<file path="src/rtl/hazard_int_ctrl_if.sv">
// Control bus between the decode-stage hazard/interrupt controller and the
// rest of the RAT pipeline. The master drives the pipeline status (decode and
// execute fields, interrupt request). The slave is the controller, which
// returns the stall, flush, bubble and inject strobes.
interface hazard_int_ctrl_if #(
    parameter int ADDR_W = 5
);
    logic              intr_req;
    logic              i_en;
    logic [ADDR_W-1:0] id_addr_x;
    logic [ADDR_W-1:0] id_addr_y;
    logic              id_use_x;
    logic              id_use_y;
    logic [ADDR_W-1:0] ex_wb_addr;
    logic              ex_rf_wr;
    logic              ex_mem_rd;
    logic              ex_branch_taken;

    logic              pc_stall;
    logic              if_id_hold;
    logic              if_id_flush;
    logic              id_ex_nop;
    logic              int_inject;
    logic              int_ack;
    logic [15:0]       stall_count;

    modport master (
        output intr_req, i_en, id_addr_x, id_addr_y, id_use_x, id_use_y,
               ex_wb_addr, ex_rf_wr, ex_mem_rd, ex_branch_taken,
        input  pc_stall, if_id_hold, if_id_flush, id_ex_nop, int_inject,
               int_ack, stall_count
    );

    modport slave (
        input  intr_req, i_en, id_addr_x, id_addr_y, id_use_x, id_use_y,
               ex_wb_addr, ex_rf_wr, ex_mem_rd, ex_branch_taken,
        output pc_stall, if_id_hold, if_id_flush, id_ex_nop, int_inject,
               int_ack, stall_count
    );
endinterface

</file>
<file path="src/rtl/hazard_int_ctrl.sv">
// Hazard and interrupt-entry controller for the pipelined RAT CPU.
// Detects load-use hazards and taken-branch flushes, and sequences interrupt
// entry as: latch request -> drain -> inject -> flush wrong-path fetches.
// All strobes are decoded combinationally from state and inputs, and they are
// forced low while rst_n is asserted.
// Optional: define HAZARD_STATS_EN to build the saturating bubble counter
// behind stall_count. Without it, stall_count is tied to zero.
//
// Cycle counting:
//   FLUSH_CYCLES counts the triggering cycle. That cycle is the RUN cycle that
//   sees the branch, or the INT_FIRE cycle. FLUSH therefore lasts
//   FLUSH_CYCLES-1 cycles, and the state is skipped when that is zero.
//   DRAIN_CYCLES is the number of INT_DRAIN cycles. The RUN cycle that accepts
//   the interrupt stalls nothing, so the EX instruction can complete.
module hazard_int_ctrl #(
    parameter int ADDR_W       = 5,
    parameter int FLUSH_CYCLES = 2,
    parameter int DRAIN_CYCLES = 2
) (
    input logic             clk,
    input logic             rst_n,
    hazard_int_ctrl_if.slave bus
);
    typedef enum logic [1:0] {
        RUN       = 2'd0,
        FLUSH     = 2'd1,
        INT_DRAIN = 2'd2,
        INT_FIRE  = 2'd3
    } state_t;

    localparam logic [2:0] FLUSH_LD = 3'(FLUSH_CYCLES - 1);
    localparam logic [2:0] DRAIN_LD = 3'(DRAIN_CYCLES - 1);

    state_t     state, state_nxt;
    logic [2:0] cnt, cnt_nxt;
    logic       int_pend, int_pend_nxt;

    logic [ADDR_W-1:0] addr_x, addr_y, wb_addr;
    logic load_use;
    logic pc_stall_c, if_id_hold_c, if_id_flush_c, id_ex_nop_c;
    logic int_inject_c, int_ack_c;

    assign addr_x  = bus.id_addr_x;
    assign addr_y  = bus.id_addr_y;
    assign wb_addr = bus.ex_wb_addr;

    // A load in EX whose result a decode-stage source needs cannot be forwarded.
    assign load_use = bus.ex_rf_wr & bus.ex_mem_rd &
                      ((bus.id_use_x & (addr_x == wb_addr)) |
                       (bus.id_use_y & (addr_y == wb_addr)));

    // State, counter and pending-interrupt registers.
    always_ff @(posedge clk or negedge rst_n) begin
        if (!rst_n) begin
            state    <= RUN;
            cnt      <= 3'd0;
            int_pend <= 1'b0;
        end else begin
            state    <= state_nxt;
            cnt      <= cnt_nxt;
            int_pend <= int_pend_nxt;
        end
    end

    // Pending latch. INT_FIRE consumes the request. Losing i_en before the
    // drain starts withdraws it. Once draining, the entry is committed.
    always_comb begin
        int_pend_nxt = int_pend;
        if (state == INT_FIRE)
            int_pend_nxt = 1'b0;
        else if (bus.intr_req && bus.i_en)
            int_pend_nxt = 1'b1;
        else if (!bus.i_en && (state == RUN || state == FLUSH))
            int_pend_nxt = 1'b0;
    end

    // Next-state and strobe decode.
    always_comb begin
        state_nxt     = state;
        cnt_nxt       = cnt;
        pc_stall_c    = 1'b0;
        if_id_hold_c  = 1'b0;
        if_id_flush_c = 1'b0;
        id_ex_nop_c   = 1'b0;
        int_inject_c  = 1'b0;
        int_ack_c     = 1'b0;
        case (state)
            RUN: begin
                if (bus.ex_branch_taken) begin
                    if_id_flush_c = 1'b1;
                    id_ex_nop_c   = 1'b1;
                    cnt_nxt       = FLUSH_LD;
                    state_nxt     = (FLUSH_LD != 3'd0) ? FLUSH : RUN;
                end else if (load_use) begin
                    // One bubble is enough: next cycle EX holds the NOP.
                    pc_stall_c   = 1'b1;
                    if_id_hold_c = 1'b1;
                    id_ex_nop_c  = 1'b1;
                end else if (int_pend && bus.i_en) begin
                    cnt_nxt   = DRAIN_LD;
                    state_nxt = INT_DRAIN;
                end
            end
            FLUSH: begin
                if_id_flush_c = 1'b1;
                id_ex_nop_c   = 1'b1;
                if (bus.ex_branch_taken) begin
                    cnt_nxt = FLUSH_LD;
                end else if (cnt <= 3'd1) begin
                    cnt_nxt   = 3'd0;
                    state_nxt = RUN;
                end else begin
                    cnt_nxt = cnt - 3'd1;
                end
            end
            INT_DRAIN: begin
                // A branch here still redirects the PC. The redirected target
                // becomes the interrupt return address.
                pc_stall_c    = 1'b1;
                if_id_flush_c = 1'b1;
                id_ex_nop_c   = 1'b1;
                if (cnt == 3'd0)
                    state_nxt = INT_FIRE;
                else
                    cnt_nxt = cnt - 3'd1;
            end
            INT_FIRE: begin
                int_inject_c  = 1'b1;
                int_ack_c     = 1'b1;
                pc_stall_c    = 1'b1;
                if_id_flush_c = 1'b1;
                cnt_nxt       = FLUSH_LD;
                state_nxt     = (FLUSH_LD != 3'd0) ? FLUSH : RUN;
            end
            default: state_nxt = RUN;
        endcase
    end

    assign bus.pc_stall    = rst_n & pc_stall_c;
    assign bus.if_id_hold  = rst_n & if_id_hold_c;
    assign bus.if_id_flush = rst_n & if_id_flush_c;
    assign bus.id_ex_nop   = rst_n & id_ex_nop_c;
    assign bus.int_inject  = rst_n & int_inject_c;
    assign bus.int_ack     = rst_n & int_ack_c;

`ifdef HAZARD_STATS_EN
    logic [15:0] stall_cnt;

    // Saturating count of cycles that put a bubble or interrupt into ID/EX.
    always_ff @(posedge clk or negedge rst_n) begin
        if (!rst_n)
            stall_cnt <= 16'h0000;
        else if ((id_ex_nop_c | int_inject_c) && stall_cnt != 16'hFFFF)
            stall_cnt <= stall_cnt + 16'h0001;
    end

    assign bus.stall_count = stall_cnt;
`else
    assign bus.stall_count = 16'h0000;
`endif
endmodule

</file>
<file path="src/flat_wrapper.sv">
// flat-port wrapper written by rule: the top's interface ports become plain ports
module hazard_int_ctrl_flat 
#(
    parameter int ADDR_W       = 5,
    parameter int FLUSH_CYCLES = 2,
    parameter int DRAIN_CYCLES = 2
)
  (clk, rst_n, bus_intr_req, bus_i_en, bus_id_addr_x, bus_id_addr_y, bus_id_use_x, bus_id_use_y, bus_ex_wb_addr, bus_ex_rf_wr, bus_ex_mem_rd, bus_ex_branch_taken, bus_pc_stall, bus_if_id_hold, bus_if_id_flush, bus_id_ex_nop, bus_int_inject, bus_int_ack, bus_stall_count);
  hazard_int_ctrl_if #(.ADDR_W(ADDR_W)) bus_i ();
  input logic clk;
  input logic rst_n;
  input wire logic [$bits(bus_i.intr_req)-1:0] bus_intr_req;
  input wire logic [$bits(bus_i.i_en)-1:0] bus_i_en;
  input wire logic [$bits(bus_i.id_addr_x)-1:0] bus_id_addr_x;
  input wire logic [$bits(bus_i.id_addr_y)-1:0] bus_id_addr_y;
  input wire logic [$bits(bus_i.id_use_x)-1:0] bus_id_use_x;
  input wire logic [$bits(bus_i.id_use_y)-1:0] bus_id_use_y;
  input wire logic [$bits(bus_i.ex_wb_addr)-1:0] bus_ex_wb_addr;
  input wire logic [$bits(bus_i.ex_rf_wr)-1:0] bus_ex_rf_wr;
  input wire logic [$bits(bus_i.ex_mem_rd)-1:0] bus_ex_mem_rd;
  input wire logic [$bits(bus_i.ex_branch_taken)-1:0] bus_ex_branch_taken;
  output wire logic [$bits(bus_i.pc_stall)-1:0] bus_pc_stall;
  output wire logic [$bits(bus_i.if_id_hold)-1:0] bus_if_id_hold;
  output wire logic [$bits(bus_i.if_id_flush)-1:0] bus_if_id_flush;
  output wire logic [$bits(bus_i.id_ex_nop)-1:0] bus_id_ex_nop;
  output wire logic [$bits(bus_i.int_inject)-1:0] bus_int_inject;
  output wire logic [$bits(bus_i.int_ack)-1:0] bus_int_ack;
  output wire logic [$bits(bus_i.stall_count)-1:0] bus_stall_count;
  assign bus_i.intr_req = bus_intr_req;
  assign bus_i.i_en = bus_i_en;
  assign bus_i.id_addr_x = bus_id_addr_x;
  assign bus_i.id_addr_y = bus_id_addr_y;
  assign bus_i.id_use_x = bus_id_use_x;
  assign bus_i.id_use_y = bus_id_use_y;
  assign bus_i.ex_wb_addr = bus_ex_wb_addr;
  assign bus_i.ex_rf_wr = bus_ex_rf_wr;
  assign bus_i.ex_mem_rd = bus_ex_mem_rd;
  assign bus_i.ex_branch_taken = bus_ex_branch_taken;
  assign bus_pc_stall = bus_i.pc_stall;
  assign bus_if_id_hold = bus_i.if_id_hold;
  assign bus_if_id_flush = bus_i.if_id_flush;
  assign bus_id_ex_nop = bus_i.id_ex_nop;
  assign bus_int_inject = bus_i.int_inject;
  assign bus_int_ack = bus_i.int_ack;
  assign bus_stall_count = bus_i.stall_count;
  hazard_int_ctrl #(.ADDR_W(ADDR_W), .FLUSH_CYCLES(FLUSH_CYCLES), .DRAIN_CYCLES(DRAIN_CYCLES)) u_core (.clk(clk), .rst_n(rst_n), .bus(bus_i));
endmodule
</file>
<file path="config.mk">
export PLATFORM = sky130hd
export DESIGN_NAME = hazard_int_ctrl_flat
export DESIGN_NICKNAME = d
export VERILOG_FILES = /design/src/rtl/hazard_int_ctrl_if.sv /design/src/rtl/hazard_int_ctrl.sv /design/src/flat_wrapper.sv
export SDC_FILE = /design/constraint.sdc
export NUM_CORES = 1
export LEC_CHECK = 0
export ABC_AREA = 0
export CORE_UTILIZATION = 41
export DETAILED_ROUTE_END_ITERATION = 16
export PLACE_DENSITY = 0.85
export SLEW_MARGIN = 25
export SYNTH_ARGS = -nofsm -noshare
export SYNTH_HDL_FRONTEND = slang
export SYNTH_SLANG_ARGS = --single-unit
</file>
<file path="constraint.sdc">
create_clock -name clk -period 2.9 [get_ports clk]
set_input_delay 0.29 -clock clk [delete_from_list [all_inputs] [get_ports clk]]
set_output_delay 0.29 -clock clk [all_outputs]
set_load 0.005 [all_outputs]
</file>
After elaboration in Yosys (flattened, before gate mapping)
Index checks and enable logic that the tools add are counted.
- bits in registers: 6
- latch bits: 0
- bits in writable memories: 0
- bits in read-only memories: 0
- input bits: 24
- word-level logic and storage cells: 65
- memories kept: 0
- add/sub/neg operators: 1
- $mul: 0
- divide/modulo/power cells: 0
- $lt $le $gt $ge: 1
- eq/ne operators: 11
- shift operators: 0
- muxes and demuxes: 26
- bitwise logic cells: 10
- reduce and logical (&&, ||, !) cells: 13
- operators with widths (kind ; count):
    two-way mux 3 bit ; 6
    two-way mux 2 bit ; 6
    case mux 3 bit (4 select lines) ; 1
    equality test 5 bit ; 2
    AND 1 bit ; 9
    two-way mux 1 bit ; 9
    case mux 2 bit (4 select lines) ; 1
    inequality test 2 bit, second input constant ; 3
    inequality test 3 bit, second input constant ; 2
    case mux 1 bit (2 select lines) ; 3
    AND reduction 5 bit ; 1
    equality test 2 bit, second input constant ; 2
    OR reduction 2 bit ; 2
    less-or-equal comparator 3 x 1 -> 1 bit, second input constant ; 1
    logical AND 1 bit ; 3
    zero test 3 bit ; 1
    AND reduction 3 bit ; 1
    nonzero test 3 bit ; 1
    OR reduction 3 bit ; 1
    subtractor 3 x 1 -> 3 bit, second input constant ; 1
    equality test 2 x 1 -> 1 bit, second input constant ; 1
    zero test 2 bit ; 1
    inequality test 2 x 1 -> 1 bit, second input constant ; 1
    zero test 1 bit ; 1
    other kinds (2) ; 2

Logic depth before layout (Yosys ltp)
- depth in word-level cells: 8
- gate-level depth with buffers: 7

Least setup slack after synthesis
No wires, ideal clock.
- path kind: register to register
- start point: reg u_core.state[0]
- end point: reg u_core.cnt[0]
- arrival: 1648 ps
- required time: 2775 ps
- setup slack: 1127 ps
- cell stages (with the launch flop): 8
- path buffers: 0
- period minus slack after synthesis: 1773 ps
- cell sequence: dfrtp_1 -> inv_1 -> ha_1 -> nor2b_4 -> nand3_4 -> o31ai_4 -> a211oi_4 -> mux2_4
- cells in the longest elaborated chain, start to end: 3
- elaborated cells on any way between the ends: 9
- RTL lines (item ; RTL line ; source):
    from (decl) ; hazard_int_ctrl.sv:34 ; state_t state, state_nxt;
    from (signal assigned) ; hazard_int_ctrl.sv:59 ; state <= state_nxt;
    equality test 2 bit / zero test 2 bit (equally long branches) ; hazard_int_ctrl.sv:87 ; case (state)
    inequality test 2 bit (no line) / inequality test 3 bit (equally long branches) ; -- ;
    AND reduction 3 bit (no line) ; -- ;
    to (signal assigned) ; hazard_int_ctrl.sv:60 ; cnt <= cnt_nxt;
    to (decl) ; hazard_int_ctrl.sv:35 ; logic [2:0] cnt, cnt_nxt;
Parallel ways exist; a longest one is shown, timed or not.
A chain may end at the register's enable or synchronous reset.

Worst setup path after layout
- start point: reg u_core.state[0]
- end point: out bus_pc_stall
- cells in the longest elaborated chain, start to end: 4
- elaborated cells on any way between the ends: 6
- RTL lines (item ; RTL line ; source):
    equality test 2 bit ; hazard_int_ctrl.sv:87 ;
    OR reduction 2 bit (no line) ; -- ;
    case mux 1 bit (2 select lines) * ; hazard_int_ctrl.sv:87 ;
    AND 1 bit * ; hazard_int_ctrl.sv:139 ; assign bus.pc_stall = rst_n & pc_stall_c;
    to (decl) ; flat_wrapper.sv:22 ; output wire logic [$bits(bus_i.pc_stall)-1:0] bus_pc_stall;
Mark *: on every way between the ends. The rest lies on a longest branch, timed or not.

==> results_dict.tcl <==
set metrics [dict create \
    synthXorXnorAreaFrac_pct 10.2 \
    clock-sinks 6 \
    drv_slew 0 \
    ys_async_sr_fraction_pct 100 \
    antenna_found_initial 0 \
    antenna_left 0 \
    dr_total_vias 738 \
    grt_overflow 0 \
    cts.root.buffer_cell "clkbuf_4" \
    path_max_fanout 4 \
    outcome "finished, final reports clean" \
    end_kind "output pin" \
    yosysUniqueCellTypes 29 \
    irDropWorstVdd_uv 253 \
    holdBufCountCts 0 \
    fin_crit_sh_pct 89.4 \
    gp_congestion 0.769 \
    synth_edf_count 0 \
    die_x_um 47.7 \
    multiInputGateArea_um2 599 \
    fmax_mhz 386 \
    holdWs_ns 0.291 \
    synth.mux.area_fraction_pct 5.27 \
    hpwl_um 1430 \
    synth_seq_cells 6 \
    area_growth_pct 32.2 \
    yosysSeqAreaShare_pct 17.6 \
    worstSetupPathType "reg -> out" \
    grt_pass1_vias 716 \
    syn-cell-area_um2 855 \
    hold_violations 0 \
    clk_latency_ns 0.25 \
    setup_tns_ns 0 \
    grt_pass1_wl_um 2730 \
    synth.avg_cell_area_um2 8.46 \
    nets 165 \
    drtIter0Drc 6 \
    clk_path_buf_depth 2 \
    synth_warnings 0 \
    cp.arrival_ns 2.30 \
    leakagePower_nw 0.477 \
    cp-start-kind "flop" \
    core_area_mm2 0.00196 \
    synth-compound-area-share_pct 16.5 \
    synth_cells 101 \
    p_per_area_mw_per_mm2 706 \
    viasPerCell 4.67 \
    synthFlopType "dfrtp_1" \
    synth_top_cell_by_area "dfrtp_1" \
    cts_htree_levels 1 \
    synthTopCellsByArea "dfrtp_1, buf_4, ha_1" \
    regArea_um2 150 \
    initial_core_util_pct 43.6 \
    cts_tree "yes" \
    wire_per_inst_um 10.0 \
    setup_violations 0 \
    grt_max_degree 9 \
    grt_usage_pct 17.4 \
    ctsResizeCount 0 \
    synth_top_family_by_area "simple AND/OR/NAND/NOR gates" \
    die_area_mm2 0.00227 \
    clkTransAtPathRegs_ns 0.04 \
    io_pins 46 \
    report.power.total_mw 0.798 \
    required_ns 2.61 \
    drtPass1Iterations 4 \
    synthSimpleGateAreaFrac_pct 19.3 \
    cts_setup_buffers 0 \
    cap_violations 0 \
    synth-adder-area-share_pct 11.7 \
    n_antenna_cell 0 \
    cts_buffers 3 \
    yosysTopAreaCellShare_pct 17.6 \
    rsz0062_at_grt "false" \
    drt_wl_total_um 1580 \
    period_needed_ns 2.59 \
    drive_gt1_share_pct 8.40 \
    fp.dieH_um 47.7 \
    drcViolationCount 0 \
    r2r_slack_ns 0.97 \
    rows 16 \
    skew_ns 0.00267 \
    hold_class "in -> async" \
    num-fill-cells 188 \
    portBuffers 29 \
]
-- placed cells by master, fill, tap and decap left out --
| cell | netlist | layout |
|---|---|---|
| a2bb2oi_1 | 1 | 1 |
| nor4_1 | 1 | 1 |
| a211oi_1 | 1 | 1 |
| a32oi_1 | 1 | 1 |
| o22ai_1 | 1 | 1 |
| o31ai_4 | 1 | 1 |
| nand4_1 | 2 | 2 |
| nor2_1 | 6 | 6 |
| nand2_1 | 8 | 8 |
| clkdlybuf4s50_1 | 0 | 29 |
| a21oi_1 | 7 | 7 |
| ha_1 | 8 | 8 |
| xnor2_1 | 10 | 10 |
| dfrtp_1 | 6 | 6 |
| o21ai_1 | 2 | 2 |
| nor3b_1 | 1 | 1 |
| nor2b_1 | 3 | 3 |
| nand3b_1 | 1 | 1 |
| o21ai_0 | 3 | 3 |
| mux2_4 | 3 | 3 |
| and2_1 | 1 | 1 |
| clkbuf_4 | 0 | 3 |
| nor3_2 | 1 | 1 |
| a211oi_4 | 1 | 1 |
| nand2b_1 | 2 | 2 |
| conb_1 | 1 | 16 |
| nor2b_4 | 1 | 1 |
| a311oi_1 | 1 | 1 |
| inv_1 | 9 | 9 |
| nand3_4 | 1 | 1 |
-- per-stage QoR --
step	utilization (%)	worst slack [ns]	cell area (um^2)	instances
CTS	57.6	0.277	1130	158
global route	57.6	0.171	1130	158
detailed placement	56.4	0.325	1110	155
floorplan	-	1.13	911	116
finish	57.6	0.306	1130	158
global placement	56.4	0.425	1110	155
-- worst max-delay path, stage by stage (launching register included) --
cell and delay (ns):
dfrtp_1 0.39, inv_1 0.14, ha_1 0.24, nor2b_4 0.22, nand3_4 0.11, nand2b_1 0.17
a211oi_1 0.24, clkdlybuf4s50_1 0.54
-- synthesized netlist by cell type (all sizes together) (3+ instances only) --
library cell  number
a21oi              7
buf               17
dfrtp              6
ha                 8
inv                9
mux2               3
nand2              8
nor2               6
nor2b              4
o21ai              5
xnor2             10
-- cell type report --
class | instances | share of cell area, %
Inverter | 9 | 2.99
Clock buffer | 3 | 1.99
Tap cell | 27 | 2.99
Sequential cell | 6 | 13.3
Timing Repair Buffer | 29 | 25.7
Multi-Input combinational cell | 84 | 53.0
-- cells by family after synthesis --
| group | after synthesis |
|---|---|
| AND/OR/NAND/NOR | 28 |
| XOR/XNOR | 10 |
| flip-flops | 6 |
| AO/OA/AOI/OAI | 19 |
| adder cells (fa/ha/maj) | 8 |
| multiplexers | 3 |
| other | 1 |
| buffers and inverters | 26 |
-- metal layers --
metal / vias to the layer above / track usage [%] / wire, um
met3: 2 / 4.15 / 105
met4: 0 / 9.44 / 24
met2: 37 / 34.0 / 884
met5: - / 0 / 0
met1: 334 / 16.5 / 569
li1: 365 / - / -
-- flip-flops by register name, summed over array words and instances, names as in the netlist --
register,count
u_core.cnt,3
u_core.int_pend,1
u_core.state,2
-- final timing paths --
path	start	end	cells after the start
worst max-delay path	u_core.state[0]	bus_pc_stall	7
worst min-delay path	rst_n	u_core.state[1]	1
worst max register to register	u_core.state[0]	u_core.cnt[2]	7
worst min register to register	u_core.int_pend	u_core.int_pend	2
max in group asynchronous	rst_n	u_core.cnt[2]	1
min in group clk	u_core.int_pend	u_core.int_pend	2
-- power by group --
group | internal, mW | total, mW | switching (mW) | leakage [nW]
logic | 0.285 | 0.554 | 0.269 | 0.388
registers | 0.125 | 0.167 | 0.0415 | 0.0750
clock network | 0.0468 | 0.0776 | 0.0308 | 0.0138
total | 0.457 | 0.798 | 0.341 | 0.477
Power figures use the tool's default switching activity.
